===== config.mk =====
export PLATFORM = sky130hd
export DESIGN_NAME = decode_stage
export DESIGN_NICKNAME = d
export VERILOG_FILES = /design/src/rtl/rv_pkg.sv /design/src/rtl/decode_stage_imm_gen.sv /design/src/rtl/decode_stage.sv
export SDC_FILE = /design/constraint.sdc
export NUM_CORES = 1
export LEC_CHECK = 0
export ABC_CLOCK_PERIOD_IN_PS = 3010
export CAP_MARGIN = 0
export CORE_ASPECT_RATIO = 0.7
export CORE_UTILIZATION = 55
export CTS_CLUSTER_DIAMETER = 120
export DETAILED_ROUTE_END_ITERATION = 16
export GPL_TIMING_DRIVEN = 0
export PLACE_DENSITY = 0.94
export SKIP_CTS_REPAIR_TIMING = 1
export SYNTH_ARGS = -nofsm -noshare
export SYNTH_HDL_FRONTEND = slang
export SYNTH_HIERARCHICAL = 1
export SYNTH_SLANG_ARGS = --single-unit

===== constraint.sdc =====
create_clock -name clk -period 3.01 [get_ports clk]
set_input_delay 0.4515 -clock clk [delete_from_list [all_inputs] [get_ports clk]]
set_output_delay 0.4515 -clock clk [all_outputs]
set_load 0.005 [all_outputs]

===== src/rtl/rv_pkg.sv =====
// Shared RV32I/RV64I decode constants: major opcodes, format codes and the
// decoded-bundle layout used by the decode stage registers.
package rv_pkg;

    localparam logic [6:0] OPC_LOAD      = 7'b0000011;
    localparam logic [6:0] OPC_MISC_MEM  = 7'b0001111;
    localparam logic [6:0] OPC_OP_IMM    = 7'b0010011;
    localparam logic [6:0] OPC_AUIPC     = 7'b0010111;
    localparam logic [6:0] OPC_OP_IMM_32 = 7'b0011011;
    localparam logic [6:0] OPC_STORE     = 7'b0100011;
    localparam logic [6:0] OPC_OP        = 7'b0110011;
    localparam logic [6:0] OPC_LUI       = 7'b0110111;
    localparam logic [6:0] OPC_OP_32     = 7'b0111011;
    localparam logic [6:0] OPC_BRANCH    = 7'b1100011;
    localparam logic [6:0] OPC_JALR      = 7'b1100111;
    localparam logic [6:0] OPC_JAL       = 7'b1101111;
    localparam logic [6:0] OPC_SYSTEM    = 7'b1110011;

    localparam logic [2:0] FMT_R = 3'd0;
    localparam logic [2:0] FMT_I = 3'd1;
    localparam logic [2:0] FMT_S = 3'd2;
    localparam logic [2:0] FMT_B = 3'd3;
    localparam logic [2:0] FMT_U = 3'd4;
    localparam logic [2:0] FMT_J = 3'd5;

    // XLEN-independent part of a decoded bundle; pc and imm ride alongside.
    typedef struct packed {
        logic [31:0] instr;
        logic [2:0]  fmt;
        logic        illegal;
    } dec_ctl_t;

    localparam int CTL_W = $bits(dec_ctl_t);

    function automatic int bundle_w(input int xlen);
        return 2 * xlen + CTL_W;
    endfunction

endpackage


===== src/rtl/decode_stage_imm_gen.sv =====
// Immediate generator: builds the sign-extended immediate for the given format.
module imm_gen
    import rv_pkg::*;
#(
    parameter int XLEN = 32
) (
    input  logic [31:0]     instr,
    input  logic [2:0]      fmt,
    output logic [XLEN-1:0] imm
);

    logic [31:0] imm32;

    always_comb begin
        imm32 = '0;
        case (fmt)
            FMT_I: imm32 = {{20{instr[31]}}, instr[31:20]};
            FMT_S: imm32 = {{20{instr[31]}}, instr[31:25], instr[11:7]};
            FMT_B: imm32 = {{19{instr[31]}}, instr[31], instr[7], instr[30:25], instr[11:8], 1'b0};
            FMT_U: imm32 = {instr[31:12], 12'b0};
            FMT_J: imm32 = {{11{instr[31]}}, instr[31], instr[19:12], instr[20], instr[30:21], 1'b0};
            default: imm32 = '0;
        endcase
    end

    // Every format's sign bit is instr[31], so widening the 32-bit value is enough.
    assign imm = XLEN'(signed'(imm32));

endmodule


===== src/rtl/decode_stage.sv =====
// Registered instruction-decode stage: combinational decode into an output
// register backed by a one-deep skid register, with valid/ready and flush.
module decode_stage
    import rv_pkg::*;
#(
    parameter int XLEN = 32,
    parameter bit SKID = 1'b1
) (
    input  logic            clk,
    input  logic            rst_n,
    input  logic            flush,
    input  logic            in_valid,
    output logic            in_ready,
    input  logic [31:0]     instruction_if,
    input  logic [XLEN-1:0] pc_if,
    output logic            out_valid,
    input  logic            out_ready,
    output logic [XLEN-1:0] pc_id,
    output logic [6:0]      opcode,
    output logic [4:0]      rd_id,
    output logic [2:0]      funct3_id,
    output logic [4:0]      rs1_id,
    output logic [4:0]      rs2_id,
    output logic [6:0]      funct7_id,
    output logic [XLEN-1:0] imm_id,
    output logic [2:0]      fmt_id,
    output logic            illegal_id
);

    localparam int BW = bundle_w(XLEN);

    logic [2:0]      dec_fmt;
    logic            dec_illegal;
    logic [XLEN-1:0] dec_imm;
    dec_ctl_t        dec_ctl;
    logic [BW-1:0]   dec_bundle;

    always_comb begin
        dec_fmt     = FMT_R;
        dec_illegal = 1'b0;
        case (instruction_if[6:0])
            OPC_OP:        dec_fmt = FMT_R;
            OPC_OP_IMM, OPC_LOAD, OPC_JALR, OPC_SYSTEM, OPC_MISC_MEM:
                           dec_fmt = FMT_I;
            OPC_STORE:     dec_fmt = FMT_S;
            OPC_BRANCH:    dec_fmt = FMT_B;
            OPC_LUI, OPC_AUIPC:
                           dec_fmt = FMT_U;
            OPC_JAL:       dec_fmt = FMT_J;
            OPC_OP_32:     dec_illegal = (XLEN != 64);
            OPC_OP_IMM_32: begin
                if (XLEN == 64) dec_fmt = FMT_I;
                else            dec_illegal = 1'b1;
            end
            default:       dec_illegal = 1'b1;
        endcase
        // Illegal words pass through as R-format so the immediate is forced to zero.
        if (instruction_if[1:0] != 2'b11 || dec_illegal) begin
            dec_illegal = 1'b1;
            dec_fmt     = FMT_R;
        end
    end

    imm_gen #(.XLEN(XLEN)) u_imm_gen (
        .instr (instruction_if),
        .fmt   (dec_fmt),
        .imm   (dec_imm)
    );

    assign dec_ctl    = '{instr: instruction_if, fmt: dec_fmt, illegal: dec_illegal};
    assign dec_bundle = {pc_if, dec_imm, dec_ctl};

    logic          or_valid, sk_valid;
    logic [BW-1:0] or_q, sk_q;
    logic          drain, accept, or_free;

    assign drain   = or_valid & out_ready;
    assign or_free = ~or_valid | drain;
    assign in_ready = SKID ? ~sk_valid : (out_ready | ~or_valid);
    assign accept  = in_valid & in_ready & ~flush;

    always_ff @(posedge clk or negedge rst_n) begin
        if (!rst_n) begin
            or_valid <= 1'b0;
            sk_valid <= 1'b0;
            or_q     <= '0;
            sk_q     <= '0;
        end else if (flush) begin
            or_valid <= 1'b0;
            sk_valid <= 1'b0;
        end else if (or_free) begin
            // Older skid entry always moves up first to keep order.
            if (sk_valid) begin
                or_q     <= sk_q;
                or_valid <= 1'b1;
                sk_valid <= accept;
                if (accept) sk_q <= dec_bundle;
            end else begin
                or_valid <= accept;
                if (accept) or_q <= dec_bundle;
            end
        end else if (accept) begin
            sk_q     <= dec_bundle;
            sk_valid <= 1'b1;
        end
    end

    dec_ctl_t or_ctl;
    assign or_ctl = or_q[CTL_W-1:0];

    assign out_valid  = or_valid;
    assign pc_id      = or_q[BW-1 -: XLEN];
    assign imm_id     = or_q[CTL_W +: XLEN];
    assign fmt_id     = or_ctl.fmt;
    assign illegal_id = or_ctl.illegal;
    assign opcode     = or_ctl.instr[6:0];
    assign rd_id      = or_ctl.instr[11:7];
    assign funct3_id  = or_ctl.instr[14:12];
    assign rs1_id     = or_ctl.instr[19:15];
    assign rs2_id     = or_ctl.instr[24:20];
    assign funct7_id  = or_ctl.instr[31:25];

endmodule


* Word-level counts from Yosys, hierarchy flattened *
Cells that the tools add are included.

word-level totals
  register bits after elaboration = 202
  output and inout port bits = 102
  logic and storage cells = 55

cells by class
  equal/unequal tests = 18
  multiplexer cells = 17
  bitwise operators = 7
  reduce and logical (&&, ||, !) cells = 9

operators by type and width
  operator                                                               number
  100-bit two-way mux                                                    5
  32-bit case mux with 5 select lines                                    1
  7-bit equality test, second input constant                             4
  7-bit by 6-bit equality test with 1-bit output, second input constant  3
  3-bit case mux with 5 select lines                                     1
  7-bit by 5-bit equality test with 1-bit output, second input constant  2
  11-bit OR reduction                                                    1
  1-bit two-way mux                                                      9
  7-bit by 2-bit equality test with 1-bit output, second input constant  1
  7-bit by 4-bit equality test with 1-bit output, second input constant  1
  3-bit by 2-bit equality test with 1-bit output, second input constant  2
  3-bit equality test, second input constant                             2
  5-bit OR reduction                                                     1
  2-bit != test, second input constant                                   2
  2-bit nonzero test                                                     2
  1-bit bitwise AND                                                      3
  3-bit by 1-bit equality test with 1-bit output, second input constant  1
  3-bit two-way mux                                                      1
  1-bit NOT                                                              3
  3-bit AND reduction                                                    1
  3-bit nonzero test                                                     1
  2-bit AND reduction                                                    1
  2-bit OR reduction                                                     1
  1-bit logical OR                                                       1
  1-bit bitwise OR                                                       1

* Longest topological paths before layout *
  depth after elaboration = 10
  gate-level depth with buffers = 10
  depth with buffers taken out = 7

* Cells and area by module *
Netlist, hierarchy kept.

modules (own cells, without submodules)
  module        times used  cells each  area each (µm²)
  decode_stage  1           679         8770.9
  imm_gen       1           66          390.4

* Least setup slack after synthesis *
No wires, ideal clock.

  kind = in2reg
  start point = in instruction_if[6]
  end point = reg sk_q[41]
  setup time = 0.125 ns
  arrival = 2.219 ns
  data required time = 2.885 ns
  slack = 0.666 ns
  cell stages on the path = 7
  path through = buf_2 -> or3b_1 -> a21oi_1 -> nor2b_4 -> or2_1 -> and2_1 -> mux2_4

between the ends
  cells in the longest elaborated chain, start to end = 10
  elaborated cells between the ends (all ways) = 27
  those cells by class = 16 x eq/ne; 7 x mux; 4 x reduce/logical

RTL lines
  item                                               RTL line                                 source
  start, declared                                    decode_stage.sv:14                       input logic [31:0] instruction_if,
  7-bit equality test, or another cell as far along  decode_stage.sv:41                       case (instruction_if[6:0])
  11-bit OR reduction (no source line)               --
  1-bit two-way mux                                  --
  1-bit logical OR                                   decode_stage.sv:58                       if (instruction_if[1:0] != 2'b11 || dec_illegal) begin
  3-bit two-way mux *                                decode_stage.sv:58
  named net dec_fmt[2]                               decode_stage.sv:32                       logic [2:0] dec_fmt;
  3-bit equality test, or another cell as far along  decode_stage_imm_gen.sv:16               case (fmt)
  32-bit case mux with 5 select lines *              decode_stage_imm_gen.sv:16
  named net dec_imm[5]                               decode_stage.sv:34                       logic [XLEN-1:0] dec_imm;
  100-bit two-way mux *                              decode_stage.sv:97, decode_stage.sv:102
  100-bit two-way mux                                decode_stage.sv:93                       if (sk_valid) begin
  100-bit two-way mux *                              decode_stage.sv:91                       end else if (or_free) begin
  end signal, assigned                               decode_stage.sv:97                       if (accept) sk_q <= dec_bundle;
  end signal, assigned                               decode_stage.sv:103                      sk_q <= dec_bundle;
  end, declared                                      decode_stage.sv:74                       logic [BW-1:0] or_q, sk_q;

Mark *: on every way through the listed nets, which the timed path passes. The rest lies on a longest branch. The select of a mux whose other input is x is not followed.
A chain may end at the register's enable or synchronous reset.

* Final worst setup path *
  start point = in instruction_if[4]
  end point = reg or_q[59]

between the ends
  cells in the longest elaborated chain, start to end = 9
  elaborated cells between the ends (all ways) = 26
  those cells by class = 16 x eq/ne; 6 x mux; 4 x reduce/logical

RTL lines
  item                                               RTL line                    source
  7-bit equality test, or another cell as far along  decode_stage.sv:41
  11-bit OR reduction (no source line)               --
  1-bit two-way mux                                  --
  1-bit logical OR                                   decode_stage.sv:58
  3-bit two-way mux *                                decode_stage.sv:58
  named net dec_fmt[2]                               decode_stage.sv:32
  3-bit equality test, or another cell as far along  decode_stage_imm_gen.sv:16
  32-bit case mux with 5 select lines *              decode_stage_imm_gen.sv:16
  named net dec_imm[23]                              decode_stage.sv:34
  100-bit two-way mux *                              decode_stage.sv:100         if (accept) or_q <= dec_bundle;
  100-bit two-way mux *                              decode_stage.sv:93
  end signal, assigned                               decode_stage.sv:94          or_q <= sk_q;
  end signal, assigned                               decode_stage.sv:100
  end, declared                                      decode_stage.sv:74

Marked as above.

==> impl_metrics.toml <==
[run_status]
status = "completed"

[placed_design]
placedCellCount = 1140
port_buffers = 169
pre_cts_slack_ns = -0.3101
dp_hpwl_um = 15600
place_congestion = 0.8210

[detailed_routing]
drtIter0Drc = 468
wirelength_um = 22730
drt_pass1_iterations = 5
wl_per_cell_um = 19.33
ant_nets = 0
vias = 6490
drc = 0
viasPerCell = 5.519

[synthesis]
yosys-top-cells-area = "dfrtp_1, mux2i_1, mux2_4"
synth_warnings = 6
yosys.area.top_type = "dfrtp_1"
synth_edf_count = 0
ys_seq_area_share_pct = 55.18
ys_ff_latch = 202
yosysTopAreaCellShare_pct = 55.18
synth_top_flop_cell = "dfrtp_1"
syn_nets = 814
async_flop_share_pct = 100.0
synthCells = 745
syn_area_per_cell_um2 = 12.30
syn_area_mm2 = 0.009161
synth.distinct_cells = 43

[clocking]
cts_htree_levels = 1
max-clock-path-buffers = 3
clkSlewWorstSetupHoldPaths_ns = 0.06
clk_latency_ns = 0.49
root_buffer = "clkbuf_16"
cts_buffers = 20
cts_sinks = 202
cts_tree = "done"

[sta]
worst_slack_ns = 0.2764
finalCritPeriodShare_pct = 90.82
finalHoldViolCount = 0
worst_hold_slack_ns = 0.03553
max_freq_mhz = 365.8
fin_crit_ns = 2.734
grt_setup_unrepaired = "false"
tightest_slew_ns = 0.8939
setup_viol = 0
worst_slew_margin_rel_pct = 40.41
finalMaxSlewViolations = 0
skew_ns = 0.007162

[setup_path]
rrSetupSlack_ns = 1.09
start_kind = "primary input"
cp.arrival_ns = 3.10
slowest_stage = "clkdlybuf4s50_1"
crit_type = "primary input to flip-flop"
critPathRequiredTime_ns = 3.37
crit_path_end_kind = "flip-flop"
max_stage_delay_ns = 0.61
critical_path.cell_chain = "clkdlybuf4s50_1 -> or3b_1 -> a21oi_2 -> nor2b_4 -> o21ai_1 -> buf_2 -> o21ai_0 -> mux2i_1 -> a21oi_1"
crit_fanout = 10

[floorplanning]
fp.dieArea_mm2 = 0.01719
rows = 39
io_pins = 171
fp.dieH_um = 110.0
die_x_um = 156.3
core_region_area_mm2 = 0.01630
start_util_pct = 56.21

[global_routing]
grt_pass1_wl_um = 35800
grt_pass1_vias = 6838
grt.overflow.total = 0
grt_antenna_before_repair = 0
grt_max_degree = 119
grt_util_all_layers_pct = 27.21

[layout]
drive_above_1_share_pct = 19.98
final_cell_mix = "dfrtp_1, clkdlybuf4s50_1, nor2_1"
final_nets = 1006
diodes = 0
area_delta_synth_final_pct = 29.12
layout_commonest_cell = "dfrtp_1"
fin_cells = 1176
fillers = 1156
utilization_pct = 72.58

[run]
cap_violations = 0

[power_and_ir_drop]
powerDensity_mw_per_mm2 = 623.8
peakVddDrop_uv = 350.4
p_leak_nw = 5.233

[worst_hold_path]
hold_class = "primary input to asynchronous set/reset pin"
flip-flops by register name (all words and copies together) (netlist names):
signal,flops
or_q,100
out_valid,1
sk_q,100
sk_valid,1
cell families after synthesis:
logic type,Yosys count,share of synthesized area (%)
and+or+nand+nor,154,7.511
DFF,202,55.18
AOI/OAI and AO/OA,138,8.386
muxes,196,25.36
buffers and inverters,54,3.469
xor gates and xnor gates,1,0.09562
synthesized netlist by cell type, types with 6 or more instances:
library cell and instances:
a21oi_1 103, mux2_2 33, mux2i_1 99, nand2_1 20, o21ai_0 13, dfrtp_1 202
buf_6 7, buf_2 38, mux2_4 64, a21o_1 8, and2_1 6, nor2_1 104
worst max-delay path, delay by kind of cell:
kind,cells,cell delay (ns)
AO/OA/AOI/OAI,4,1.02
buffers and inverters,2,0.86
multiplexers,1,0.23
AND/OR/NAND/NOR,2,0.53
where the power goes:
part	total, W	switching [W]	internal, W
Clock	0.00250	0.00104	0.00146
Sequential	0.00346	0.000280	0.00318
Combinational	0.00142	0.000542	0.000875
area by class of cell:
type	count	area (µm²)	area share (%)
Inverter	3	11.26	0.09520
Multi-Input combinational cell	489	3792	32.06
Tap cell	225	281.5	2.380
Buffer	51	306.5	2.592
Timing Repair Buffer	170	1724	14.58
Clock buffer	29	595.6	5.035
Clock inverter	7	62.56	0.5289
Sequential cell	202	5055	42.73
routing by layer:
layer | share of wire (%) | GRT usage [%] | routed length, µm
met3 | 5.6 | 5.434 | 1268
met2 | 46 | 44.48 | 10550
met1 | 46 | 37.56 | 10410
met5 | 0 | 0 | 0
met4 | 2.2 | 7.143 | 501
final timing paths:
kind | depth (start not counted) | start | endpoint
setup / recovery | 9 | instruction_if[4] | or_q[59]
hold / removal | 1 | rst_n | sk_q[70]
setup reg to reg | 6 | sk_valid | or_q[47]
hold reg to reg | 2 | sk_q[10] | sk_q[10]
max in group asynchronous | 2 | rst_n | sk_q[21]
min in group clk | 3 | instruction_if[6] | sk_q[10]
through the flow:
step	area, µm²	total power, W	setup TNS [ns]
6_report	11830	0.007378	0
5_1_grt	11830	0.007711	0
3_5_place_dp	11170	0.004910	-9.117
2_1_floorplan	9161	0.004090	0
3_3_place_gp	11130	0.004831	-1378.44
4_1_cts	11830	0.007417	0
(Power assumes the default switching activity.)
